<file path="src/rtl/gcd_pkg.sv">
// Shared types and defaults for the GCD requester.
// Imported by the interface, the top and the timer.
package gcd_pkg;

  localparam int GCD_WIDTH = 8;
  localparam int GCD_TIMEOUT_DEFAULT = 512;

  typedef enum logic [1:0] {
    IDLE,
    ISSUE,
    WAIT,
    RESP
  } gcd_req_state_t;

endpackage

</file>
<file path="src/rtl/gcd_requester_if.sv">
// Request, core and response signals of one requester.
// master = requester side, slave = environment side.
interface gcd_requester_if
  import gcd_pkg::*;
#(
  parameter int WIDTH = GCD_WIDTH
);

  logic             REQ_VALID;
  logic             REQ_READY;
  logic [WIDTH-1:0] REQ_A;
  logic [WIDTH-1:0] REQ_B;
  logic [WIDTH-1:0] GCD_A;
  logic [WIDTH-1:0] GCD_B;
  logic             GCD_START;
  logic [WIDTH-1:0] GCD_Y;
  logic             GCD_DONE;
  logic             GCD_ERROR;
  logic             RSP_VALID;
  logic             RSP_READY;
  logic [WIDTH-1:0] RSP_Y;
  logic             RSP_ERR;
  logic             RSP_TIMEOUT;

  modport master (
    input  REQ_VALID,
    input  REQ_A,
    input  REQ_B,
    input  GCD_Y,
    input  GCD_DONE,
    input  GCD_ERROR,
    input  RSP_READY,
    output REQ_READY,
    output GCD_A,
    output GCD_B,
    output GCD_START,
    output RSP_VALID,
    output RSP_Y,
    output RSP_ERR,
    output RSP_TIMEOUT
  );

  modport slave (
    output REQ_VALID,
    output REQ_A,
    output REQ_B,
    output GCD_Y,
    output GCD_DONE,
    output GCD_ERROR,
    output RSP_READY,
    input  REQ_READY,
    input  GCD_A,
    input  GCD_B,
    input  GCD_START,
    input  RSP_VALID,
    input  RSP_Y,
    input  RSP_ERR,
    input  RSP_TIMEOUT
  );

endinterface

</file>
<file path="src/rtl/gcd_timeout_cnt.sv">
// Saturating WAIT-cycle timer for the GCD requester.
// expired flags the last allowed WAIT cycle.
module gcd_timeout_cnt
  import gcd_pkg::*;
#(
  parameter int TIMEOUT_CYCLES = GCD_TIMEOUT_DEFAULT
) (
  input  logic clk,
  input  logic rst_n,
  input  logic clr,
  input  logic en,
  output logic expired
);

  localparam int CW = $clog2(TIMEOUT_CYCLES);
  localparam logic [CW-1:0] LAST = CW'(TIMEOUT_CYCLES - 1);

  logic [CW-1:0] cnt_q;
  logic [CW-1:0] cnt_d;

  assign expired = (cnt_q == LAST);

  // Holds at LAST so a stalled enable can never wrap
  always_comb begin
    cnt_d = cnt_q;
    if (clr) begin
      cnt_d = '0;
    end else if (en && !expired) begin
      cnt_d = cnt_q + CW'(1);
    end
  end

  always_ff @(posedge clk or negedge rst_n) begin
    if (!rst_n) begin
      cnt_q <= '0;
    end else begin
      cnt_q <= cnt_d;
    end
  end

endmodule

</file>
<file path="src/rtl/gcd_requester.sv">
// Initiator-side sequencer for one GCD core.
// Issues operand pairs, waits for the result pulse or a timeout.
module gcd_requester
  import gcd_pkg::*;
#(
  parameter int WIDTH = GCD_WIDTH,
  parameter int TIMEOUT_CYCLES = GCD_TIMEOUT_DEFAULT
) (
  input logic              CLK,
  input logic              RST_N,
  gcd_requester_if.master  bus
);

  gcd_req_state_t state_q, state_d;

  logic [WIDTH-1:0] opa_q, opa_d;
  logic [WIDTH-1:0] opb_q, opb_d;
  logic [WIDTH-1:0] y_q, y_d;
  logic             err_q, err_d;
  logic             to_q, to_d;
  logic             rdy_q, rdy_d;
  logic             start_q, start_d;
  logic             vld_q, vld_d;

  logic tmr_clr;
  logic tmr_en;
  logic expired;

  assign tmr_clr = (state_q == ISSUE);
  assign tmr_en  = (state_q == WAIT);

  gcd_timeout_cnt #(
    .TIMEOUT_CYCLES(TIMEOUT_CYCLES)
  ) u_tmo (
    .clk    (CLK),
    .rst_n  (RST_N),
    .clr    (tmr_clr),
    .en     (tmr_en),
    .expired(expired)
  );

  always_comb begin
    state_d = state_q;
    opa_d   = opa_q;
    opb_d   = opb_q;
    y_d     = y_q;
    err_d   = err_q;
    to_d    = to_q;
    unique case (state_q)
      IDLE: begin
        if (bus.REQ_VALID) begin
          opa_d   = bus.REQ_A;
          opb_d   = bus.REQ_B;
          state_d = ISSUE;
        end
      end
      ISSUE: state_d = WAIT;
      WAIT: begin
        // ERROR beats DONE; any pulse beats the timeout
        if (bus.GCD_ERROR) begin
          y_d     = '0;
          err_d   = 1'b1;
          to_d    = 1'b0;
          state_d = RESP;
        end else if (bus.GCD_DONE) begin
          y_d     = bus.GCD_Y;
          err_d   = 1'b0;
          to_d    = 1'b0;
          state_d = RESP;
        end else if (expired) begin
          y_d     = '0;
          err_d   = 1'b0;
          to_d    = 1'b1;
          state_d = RESP;
        end
      end
      RESP: begin
        if (bus.RSP_READY) begin
          state_d = IDLE;
        end
      end
      default: state_d = IDLE;
    endcase
    rdy_d   = (state_d == IDLE);
    start_d = (state_d == ISSUE);
    vld_d   = (state_d == RESP);
  end

  always_ff @(posedge CLK or negedge RST_N) begin
    if (!RST_N) begin
      state_q <= IDLE;
      opa_q   <= '0;
      opb_q   <= '0;
      y_q     <= '0;
      err_q   <= 1'b0;
      to_q    <= 1'b0;
      rdy_q   <= 1'b1;
      start_q <= 1'b0;
      vld_q   <= 1'b0;
    end else begin
      state_q <= state_d;
      opa_q   <= opa_d;
      opb_q   <= opb_d;
      y_q     <= y_d;
      err_q   <= err_d;
      to_q    <= to_d;
      rdy_q   <= rdy_d;
      start_q <= start_d;
      vld_q   <= vld_d;
    end
  end

  assign bus.REQ_READY   = rdy_q;
  assign bus.GCD_A       = opa_q;
  assign bus.GCD_B       = opb_q;
  assign bus.GCD_START   = start_q;
  assign bus.RSP_VALID   = vld_q;
  assign bus.RSP_Y       = y_q;
  assign bus.RSP_ERR     = err_q;
  assign bus.RSP_TIMEOUT = to_q;

endmodule

</file>
<file path="src/flat_wrapper.sv">
// flat-port wrapper written by rule: the top's interface ports become plain ports
module gcd_requester_flat import gcd_pkg::*;
#(
  parameter int WIDTH = GCD_WIDTH,
  parameter int TIMEOUT_CYCLES = GCD_TIMEOUT_DEFAULT
)
  (CLK, RST_N, bus_REQ_VALID, bus_REQ_A, bus_REQ_B, bus_GCD_Y, bus_GCD_DONE, bus_GCD_ERROR, bus_RSP_READY, bus_REQ_READY, bus_GCD_A, bus_GCD_B, bus_GCD_START, bus_RSP_VALID, bus_RSP_Y, bus_RSP_ERR, bus_RSP_TIMEOUT);
  gcd_requester_if #(.WIDTH(WIDTH)) bus_i ();
  input logic CLK;
  input logic RST_N;
  input wire logic [$bits(bus_i.REQ_VALID)-1:0] bus_REQ_VALID;
  input wire logic [$bits(bus_i.REQ_A)-1:0] bus_REQ_A;
  input wire logic [$bits(bus_i.REQ_B)-1:0] bus_REQ_B;
  input wire logic [$bits(bus_i.GCD_Y)-1:0] bus_GCD_Y;
  input wire logic [$bits(bus_i.GCD_DONE)-1:0] bus_GCD_DONE;
  input wire logic [$bits(bus_i.GCD_ERROR)-1:0] bus_GCD_ERROR;
  input wire logic [$bits(bus_i.RSP_READY)-1:0] bus_RSP_READY;
  output wire logic [$bits(bus_i.REQ_READY)-1:0] bus_REQ_READY;
  output wire logic [$bits(bus_i.GCD_A)-1:0] bus_GCD_A;
  output wire logic [$bits(bus_i.GCD_B)-1:0] bus_GCD_B;
  output wire logic [$bits(bus_i.GCD_START)-1:0] bus_GCD_START;
  output wire logic [$bits(bus_i.RSP_VALID)-1:0] bus_RSP_VALID;
  output wire logic [$bits(bus_i.RSP_Y)-1:0] bus_RSP_Y;
  output wire logic [$bits(bus_i.RSP_ERR)-1:0] bus_RSP_ERR;
  output wire logic [$bits(bus_i.RSP_TIMEOUT)-1:0] bus_RSP_TIMEOUT;
  assign bus_i.REQ_VALID = bus_REQ_VALID;
  assign bus_i.REQ_A = bus_REQ_A;
  assign bus_i.REQ_B = bus_REQ_B;
  assign bus_i.GCD_Y = bus_GCD_Y;
  assign bus_i.GCD_DONE = bus_GCD_DONE;
  assign bus_i.GCD_ERROR = bus_GCD_ERROR;
  assign bus_i.RSP_READY = bus_RSP_READY;
  assign bus_REQ_READY = bus_i.REQ_READY;
  assign bus_GCD_A = bus_i.GCD_A;
  assign bus_GCD_B = bus_i.GCD_B;
  assign bus_GCD_START = bus_i.GCD_START;
  assign bus_RSP_VALID = bus_i.RSP_VALID;
  assign bus_RSP_Y = bus_i.RSP_Y;
  assign bus_RSP_ERR = bus_i.RSP_ERR;
  assign bus_RSP_TIMEOUT = bus_i.RSP_TIMEOUT;
  gcd_requester #(.WIDTH(WIDTH), .TIMEOUT_CYCLES(TIMEOUT_CYCLES)) u_core (.CLK(CLK), .RST_N(RST_N), .bus(bus_i));
endmodule
</file>
<file path="config.mk">
export PLATFORM = sky130hd
export DESIGN_NAME = gcd_requester_flat
export DESIGN_NICKNAME = d
export VERILOG_FILES = /design/src/rtl/gcd_pkg.sv /design/src/rtl/gcd_requester_if.sv /design/src/rtl/gcd_timeout_cnt.sv /design/src/rtl/gcd_requester.sv /design/src/flat_wrapper.sv
export SDC_FILE = /design/constraint.sdc
export NUM_CORES = 1
export LEC_CHECK = 0
export ABC_AREA = 1
export BUFFER_PORTS_ARGS = -buffer_cell sky130_fd_sc_hd__buf_2
export CAP_MARGIN = 20
export CORE_UTILIZATION = 45
export DETAILED_ROUTE_END_ITERATION = 16
export GPL_TIMING_DRIVEN = 0
export PLACE_DENSITY = 0.77
export SYNTH_ARGS = -nofsm -noshare
export SYNTH_HDL_FRONTEND = slang
export SYNTH_SLANG_ARGS = --single-unit
</file>
<file path="constraint.sdc">
create_clock -name CLK -period 2.1 [get_ports CLK]
set_input_delay 0.21 -clock CLK [delete_from_list [all_inputs] [get_ports CLK]]
set_output_delay 0.21 -clock CLK [all_outputs]
set_load 0.02 [all_outputs]
</file>
==> flow_summary.ini, run 1 <==
[layout]
drive_above_1_share_pct = 34.0
fillers = 340
area_delta_synth_final_pct = 25.3
multi_input_area_um2 = 628
fin_cells = 307
fin_nets = 290
regArea_mm2 = 0.00100
fin_area_mm2 = 0.00218
diodes = 0

[pwr]
ir_drop_uv = 720
p_int_mw = 1.77
p_switching_mw = 1.32
pwr-share-seq_pct = 40.3
power_density_mw_per_mm2 = 1420
clkPwrFrac_pct = 16.4
comb_power_share_pct = 43.3
swShare_pct = 42.7
leakage_nw = 1.22

[routing]
first_pass_iters = 4
totalWireLength_mm = 3.37
drcViolationCount = 0
vias = 1407
drt_iter0_drc = 46
wire_per_inst_um = 11.0
ant_nets = 0
viasPerCell = 4.58

[clock_tree]
ctsHtreeMaxLevel = 2
clkSinkCount = 40
hold_buffers = 0
cts_resized = 0
post_cts.repair.setup_buffers = 0
clockBufferDepth = 2
clockRootBuffer = clkbuf_8
cts_tree = built
cts.reportedPaths.clkPinSlew_ps = 80
clk_latency_ps = 290
cts_buffers = 5

[timing]
final-setup-viol-count = 0
finalCritPeriodShare_pct = 84.6
tns_ps = 0
fin_worst_skew_ps = 8.20
hold_violations = 0
worstMarginPinSlew_ps = 841
drv_slew = 0
rsz0062_at_grt = no
min_period_ps = 1780
fmax_mhz = 563
slew_headroom_pct = 44.0

[critical_path]
required_ps = 2310
r2r-end = u_core.u_tmo.cnt_q[2]$_DFFE_PN0P_
critPathLaunch = u_core.u_tmo.cnt_q[0]$_DFFE_PN0P_
r2r-start = u_core.u_tmo.cnt_q[0]$_DFFE_PN0P_
cp_slowest_stage_delay_ps = 390
critPathArrivalTime_ps = 1990
start_kind = flip-flop
reg2regPathDepth = 12
reg2reg_slack_ps = 320
cp_max_fo = 4
crit_path_end_kind = flip-flop
crit_top_cell = nand2_1
crit_path_top_delay_cell = dfrtp_1
critPathKind = reg2reg
setup.worst_path.end = u_core.u_tmo.cnt_q[2]$_DFFE_PN0P_
cp_cell_sequence = ha_1, nand2_1, inv_1, nand2_1, nor2_1, ha_1, inv_1, nand2_1, nand2_1, inv_2, nand2_1, o21ai_0

[yosys]
async_reset_ff_share_pct = 100
yosys.area.top_type_share_pct = 56.2
avgSynthCellArea_um2 = 9.00
synth_top_flop_cell = dfrtp_1
synth.cell_area_mm2 = 0.00174
yosysWarnings = 0
synth.distinct_cells = 22
yosysTopAreaCell = dfrtp_1
yosysSeqAreaShare_pct = 57.7
synthTopCellsByCount = nand2_1 (93), dfrtp_1 (39), inv_1 (12)
yosysMostFrequentCell = nand2_1
synth_cells = 193
synth-edff-count = 0
ys_ff_latch = 40
synth_fp_nets = 225
synth_area_leaders = dfrtp_1 (56%), nand2_1 (20%), o21ai_2 (4.5%)

[placed_design]
numPortBuffers = 58
placed_cells = 299
place_congestion = 0.815
dp_hpwl_mm = 2.40
placed_area_mm2 = 0.00209

[global_route]
grt_pass1_vias = 1363
grt-ovfl-total = 0
grt_use_total_pct = 18.7
antenna_found_initial = 0
grt_pass1_wl_mm = 5.89
grt_max_degree = 41

[hold_path]
worstHoldPathType = in2async

[floorplan]
die_h_um = 64.1
core_mm2 = 0.00369
fp.dieW_um = 64.1
fp-row-count = 22
die-area_mm2 = 0.00411
pin_count = 59
start_util_pct = 47.1

[run]
maxCapViolations = 0

[outcome]
status = finished, final reports clean
[through the flow]
| step | power, mW | utilization, % | setup WS, ps | hold slack (ps) |
|---|---|---|---|---|
| 2_1_floorplan | 2.17 | - | 479 | -85.6 |
| 3_3_place_gp | 2.57 | 56.6 | 349 | 375 |
| 3_5_place_dp | 2.60 | 56.6 | 332 | 367 |
| 4_1_cts | 3.12 | 59.0 | 318 | 51.4 |
| 5_1_grt | 3.32 | 59.0 | 125 | 88.7 |
| 6_report | 3.09 | 59.0 | 323 | 13.9 |
[logic make-up (layout without fill, tap and decap cells)]
| group | count (synthesis) | count (layout) | share of synthesized area (%) |
|---|---|---|---|
| AND/OR/NAND/NOR | 114 | 114 | 27.6 |
| AO/OA/AOI/OAI | 16 | 16 | 6.55 |
| flip-flops | 40 | 40 | 57.7 |
| adder cells (fa/ha/maj) | 2 | 2 | 1.44 |
| XOR/XNOR | 1 | 1 | 0.504 |
| buffers and inverters | 20 | 86 | 6.19 |
[power groups by stage]
| stage | combinational, mW | clock (mW) | sequential (mW) |
|---|---|---|---|
| floorplan | 0.616 | 0 | 1.55 |
| global placement | 1.33 | 0 | 1.24 |
| detailed placement | 1.36 | 0 | 1.25 |
| CTS | 1.36 | 0.511 | 1.24 |
| global route | 1.49 | 0.545 | 1.28 |
| finish | 1.34 | 0.505 | 1.25 |
[layout by cell type (no fill, tap or decap), drive strengths merged]
cell      netlist  layout
buf             4      62
clkbuf          0       6
clkinv          0       1
clkinvlp        0       1
dfrtp          39      39
dfstp           1       1
ha              2       2
inv            16      16
nand2          94      94
nand3          10      10
nand4           2       2
nor2            8       8
o21ai          16      16
xnor2           1       1
[layout make-up]
class,instances,share of cell area (%)
timing repair buffer,58,13.3
sequential,40,46.0
inverter,16,2.87
clock inverter,2,0.747
buffer,4,2.07
tap,48,2.76
multi-input combinational,133,28.9
clock buffer,6,3.33
[worst min path at each step]
stage / to / slack (ps) / cells past startpoint
after CTS: u_core.bus.GCD_B[5]$_DFFE_PN0P_ / 50 / 1
after global routing: u_core.bus.GCD_A[0]$_DFFE_PN0P_ / 90 / 1
after detailed placement: u_core.bus.GCD_A[0]$_DFFE_PN0P_ / 370 / 1
final: u_core.bus.GCD_A[0]$_DFFE_PN0P_ / 10 / 1
after floorplan: u_core.bus.GCD_A[0]$_DFFE_PN0P_ / -90 / 0
after global placement: u_core.bus.GCD_A[4]$_DFFE_PN0P_ / 370 / 1
[layer usage]
| metal | vias to the layer above | share of wire [%] | GRT usage, % |
|---|---|---|---|
| met4 | 0 | 0.92 | 5.00 |
| li1 | 726 | - | - |
| met5 | - | 0 | 0 |
| met3 | 3 | 5.6 | 5.71 |
| met2 | 42 | 48 | 30.3 |
| met1 | 636 | 46 | 24.3 |
[sequential cells by signal, summed over array words and instances, names as in the netlist, 2 cells and up]
name / count
u_core.bus.RSP_Y: 8
u_core.bus.GCD_B: 8
u_core.bus.GCD_A: 8
u_core.state_q: 2
u_core.u_tmo.cnt_q: 9
[critical path: cells and delay by family (launching register included)]
kind / cells / cell delay [ps]
adder cells (fa/ha/maj): 2 / 460
AO/OA/AOI/OAI: 1 / 60
buffers and inverters: 3 / 270
AND/OR/NAND/NOR: 6 / 510
flip-flops: 1 / 390
(Power assumes the default switching activity.)
==> inputs of run 2 (changes only) <==
CORE_UTILIZATION = 44   (was 45)
PLACE_DENSITY = 0.78   (was 0.77)
clock period = 1.5 ns   (was 2.1 ns; I/O delays follow)
==> flow_summary.ini, run 2 (synthesis gave the netlist of run 1 again) <==
[global_route]
grt_pass1_vias = 1453
grt-ovfl-total = 0
grt_pass1_wl_mm = 6.41
grt_use_total_pct = 20.2
antenna_found_initial = 0
grt_max_degree = 41

[layout]
fin_area_mm2 = 0.00243
diodes = 0
layout_commonest_cell = nand2_1
multi_input_area_um2 = 723
regMostFlops = u_core.u_tmo.cnt_q
largest_reg_flops = 9
regArea_mm2 = 0.00100
fillers = 301
fin_cells = 322
layout_common_cells = nand2_1 (85), buf_2 (58), dfrtp_1 (39)
fin_nets = 305
drive_above_1_share_pct = 44.2
area_delta_synth_final_pct = 40.0

[critical_path]
cp_slowest_stage_delay_ps = 410
start_kind = flip-flop
crit_path_end_kind = flip-flop
crit_path_top_delay_cell = dfrtp_1
cp_cell_sequence = ha_4, nand2_2, inv_2, nand2_2, nor2_4, ha_4, o21ai_4, buf_6, nand2_1, o21ai_1
critPathArrivalTime_ps = 1800
critPathKind = reg2reg
required_ps = 1710
cp_max_fo = 10

[placed_design]
place_congestion = 0.784
placed_cells = 299
dp_hpwl_mm = 2.34
placed_area_mm2 = 0.00210
numPortBuffers = 58

[timing]
worstMarginPinSlew_ps = 856
fin_ws_ps = -90.8
hold_violations = 0
rsz0062_at_grt = yes
slew_headroom_pct = 42.9
min_period_ps = 1590
drv_slew = 0
finalCritPeriodShare_pct = 106
tns_ps = -1310
final-setup-viol-count = 22
fmax_mhz = 629
fin_worst_skew_ps = 7.10

[routing]
totalWireLength_mm = 3.79
viasPerCell = 4.63
first_pass_iters = 4
ant_nets = 0
drt_iter0_drc = 75
drcViolationCount = 0
wire_per_inst_um = 11.8
vias = 1491

[clock_tree]
ctsHtreeMaxLevel = 2
cts_buffers = 5
clockRootBuffer = clkbuf_8
clockBufferDepth = 2
cts.reportedPaths.clkPinSlew_ps = 80
clk_latency_ps = 290
clkSinkCount = 40
cts_tree = built

[floorplan]
die_h_um = 64.8
die-area_mm2 = 0.00420
start_util_pct = 46.8
pin_count = 59
fp.dieW_um = 64.8
core_mm2 = 0.00372
fp-row-count = 22

[pwr]
ir_drop_uv = 930
power_density_mw_per_mm2 = 2030
total_power_mw = 4.95
leakage_nw = 1.32

[hold_path]
worstHoldPathType = in2reg

[run]
maxCapViolations = 0

[outcome]
status = finished with violations
violations = setup timing
## run 2: changes by cell type in the layout (fill, tap and decap cells not counted), moves of 3 or more
| cell | change |
|---|---|
| buf_4 | +13 |
| nand2_1 | -8 |
| nand2_2 | +6 |
| nand3_1 | -3 |
| nand3_2 | +3 |
| nor2_1 | -3 |
| o21ai_0 | -6 |
| o21ai_1 | +6 |
## run 2: final cells by class
cell class              instances  share of cell area, %
multi-input cells             133                   29.7
plain buffers                   4                   1.85
well taps                      48                   2.47
clock buffers                   7                   3.96
flip-flops and latches         40                   41.2
clock inverters                 1                   1.23
inverters                      16                   2.78
repair buffers                 73                   16.8
## run 2: layer usage
layer | global-route usage [%] | vias up | share of wire, %
met5 | 0 | - | 0
met4 | 8.06 | 0 | 1.7
met3 | 4.75 | 5 | 4.5
met2 | 33.6 | 43 | 50
met1 | 25.3 | 681 | 44
li1 | - | 762 | -
## run 2: repair_timing
item | in CTS | in global routing
endpoints found under the setup margin | 22 | 22
endpoints found under the hold margin | 1 | 0
gates resized for setup | 15 | 16
pin swaps | 6 | 7
hold buffers | 1 | 0
gates cloned | 1 | 0
setup buffers | 7 | 6
## run 2: worst max-delay path, delay by kind of cell (launching register included)
kind,cells,cell delay (ps)
flops,1,410
fa+ha+maj,2,360
buf+inv,2,220
compound gates,2,270
simple gates,4,260
## run 2: path summary, 6_finish.rpt
check                      slack (ps)  depth (start not counted)                            endpoint                               from
max                               -90                         10  u_core.bus.RSP_TIMEOUT$_DFFE_PN0P_  u_core.u_tmo.cnt_q[1]$_DFFE_PN0P_
min                                50                          3     u_core.bus.GCD_B[5]$_DFFE_PN0P_                       bus_REQ_B[5]
max reg2reg                       -90                         10  u_core.bus.RSP_TIMEOUT$_DFFE_PN0P_  u_core.u_tmo.cnt_q[1]$_DFFE_PN0P_
min reg2reg                       480                          2     u_core.bus.GCD_A[3]$_DFFE_PN0P_    u_core.bus.GCD_A[3]$_DFFE_PN0P_
max in group asynchronous         460                          2     u_core.bus.RSP_Y[3]$_DFFE_PN0P_                              RST_N
min in group asynchronous         510                          2     u_core.bus.GCD_A[0]$_DFFE_PN0P_                              RST_N
## run 2: power by group
group          internal, mW  leakage, nW  total (mW)  switching (mW)
logic                 0.864        0.740        2.26            1.40
clock network         0.587       0.0645       0.949           0.362
registers              1.50        0.516        1.74           0.232
total                  2.96         1.32        4.95            1.99
## run 2: through the flow
step / hold slack [ps] / worst slack, ps / utilization [%]
floorplan: -146 / -6.94 / -
global placement: 310 / -151 / 56.4
detailed placement: 315 / -220 / 56.4
CTS: 44.3 / -48.4 / 62.9
global route: 53.1 / -184 / 65.5
finish: 47.5 / -90.8 / 65.5
==> inputs of run 3 (changes only) <==
CORE_ASPECT_RATIO = 1.75   (was default)
==> flow_summary.ini, run 3 (synthesis gave the netlist of run 1 again) <==
[routing]
totalWireLength_mm = 3.75
vias = 1493
ant_nets = 0
viasPerCell = 4.67
drt_iter0_drc = 25
drcViolationCount = 0
first_pass_iters = 5
wire_per_inst_um = 11.7

[layout]
layout_commonest_cell = nand2_1
regMostFlops = u_core.u_tmo.cnt_q
largest_reg_flops = 9
drive_above_1_share_pct = 43.4
fin_nets = 305
diodes = 0
fin_cells = 320
area_delta_synth_final_pct = 37.4
layout_common_cells = nand2_1 (83), buf_2 (58), dfrtp_1 (39)

[timing]
drv_slew = 0
finalCritPeriodShare_pct = 105
slew_headroom_pct = 42.5
worstMarginPinSlew_ps = 863
fin_worst_skew_ps = 3.84
final-setup-viol-count = 17
fin_ws_ps = -82.3
fmax_mhz = 632
hold_violations = 0
rsz0062_at_grt = yes
min_period_ps = 1580

[floorplan]
die_h_um = 85.1
pin_count = 59
start_util_pct = 47.0
fp.dieW_um = 49.5
die-area_mm2 = 0.00422
fp-row-count = 29
core_mm2 = 0.00370

[hold_path]
worstHoldPathType = in2reg

[critical_path]
cp_top_family = flip-flops
reg2reg_slack_ps = -80
critPathKind = reg2reg
crit_path_top_delay_cell = dfrtp_1
critPathArrivalTime_ps = 1770
cp_slowest_stage_delay_ps = 390
cp_cell_sequence = ha_2, nand2_2, inv_2, nand2_4, nor2_4, ha_4, o21ai_4, buf_4, o21ai_2
required_ps = 1690
start_kind = flip-flop
crit_path_end_kind = flip-flop
cp_max_fo = 5
cp_num_buf_inv = 2

[placed_design]
dp_hpwl_mm = 2.48
numPortBuffers = 58
place_congestion = 0.714
placed_cells = 297

[pwr]
ir_drop_uv = 1280
leakage_nw = 1.32
total_power_mw = 4.79
power_density_mw_per_mm2 = 2010

[clock_tree]
cts.reportedPaths.clkPinSlew_ps = 70
clockBufferDepth = 2
cts_tree = built
clk_latency_ps = 290
ctsHtreeMaxLevel = 2
cts_buffers = 5
clkSinkCount = 40
clockRootBuffer = clkbuf_8

[outcome]
status = finished with violations
violations = setup timing

[global_route]
grt-ovfl-total = 0
grt_use_total_pct = 19.8
antenna_found_initial = 0
grt_pass1_vias = 1534
grt_pass1_wl_mm = 6.31
grt_max_degree = 41

[run]
maxCapViolations = 0
[run 3: cell types whose count changed in the layout (fill, tap and decap cells not counted), sizes merged]
cell | before | now
clkbuf | 7 | 6
nor2 | 8 | 9
clkinv | 0 | 1
buf | 76 | 75
[run 3: power breakdown]
group          internal, mW  switching [mW]  total (mW)
sequential             1.50           0.227        1.73
combinational         0.838            1.36        2.20
clock                 0.493           0.362       0.856
[run 3: tightest hold or removal path, stage by stage]
cell and delay (ps):
buf_2 70, nand2_1 40, nand2_1 40
[run 3: cell type report]
class | count | area, um^2
repair buffers | 72 | 398
clock buffers | 6 | 72.6
fillers | 326 | 1310
multi-input cells | 134 | 714
flip-flops and latches | 40 | 1000
inverters | 16 | 62.6
plain buffers | 4 | 45.0
well taps | 46 | 57.6
clock inverters | 2 | 35.0
[run 3: what timing repair did]
| action | CTS | global route |
|---|---|---|
| endpoints found under the setup margin | 22 | 22 |
| hold endpoints to repair | 22 | 0 |
| buffers inserted | 8 | 3 |
| gates resized for setup | 13 | 14 |
| pin swaps | 4 | 2 |
| cloned | 2 | 1 |
| hold buffers | 1 | 0 |
[run 3: metal layers]
metal / GRT usage (%) / wire (um)
met2: 35.6 / 2000
met5: 0 / 0
met4: 10.9 / 103
met3: 5.38 / 215
met1: 20.3 / 1430
[run 3: path summary, 6_finish.rpt]
path | from | cells after the start | to
worst min register to register | u_core.bus.GCD_A[4]$_DFFE_PN0P_ | 2 | u_core.bus.GCD_A[4]$_DFFE_PN0P_
worst max register to register | u_core.u_tmo.cnt_q[1]$_DFFE_PN0P_ | 9 | u_core.bus.RSP_Y[7]$_DFFE_PN0P_
min in group asynchronous | RST_N | 2 | u_core.bus.GCD_A[2]$_DFFE_PN0P_
max in group asynchronous | RST_N | 2 | u_core.bus.RSP_Y[7]$_DFFE_PN0P_
worst min-delay path | bus_REQ_B[0] | 3 | u_core.bus.GCD_B[0]$_DFFE_PN0P_
worst max-delay path | u_core.u_tmo.cnt_q[1]$_DFFE_PN0P_ | 9 | u_core.bus.RSP_Y[7]$_DFFE_PN0P_
[run 3: metrics by stage]
stage | area [um^2] | setup TNS, ps | setup slack (ps) | hold WS, ps | util [%]
CTS | 2330 | -463 | -54.3 | 39.6 | 62.9
global placement | 2090 | -2810 | -191 | 311 | 56.6
global route | 2390 | -2540 | -157 | 50.8 | 64.5
floorplan | 1750 | -6.94 | -6.94 | -146 | -
finish | 2390 | -753 | -82.3 | 44.3 | 64.5
detailed placement | 2090 | -3680 | -230 | 319 | 56.6
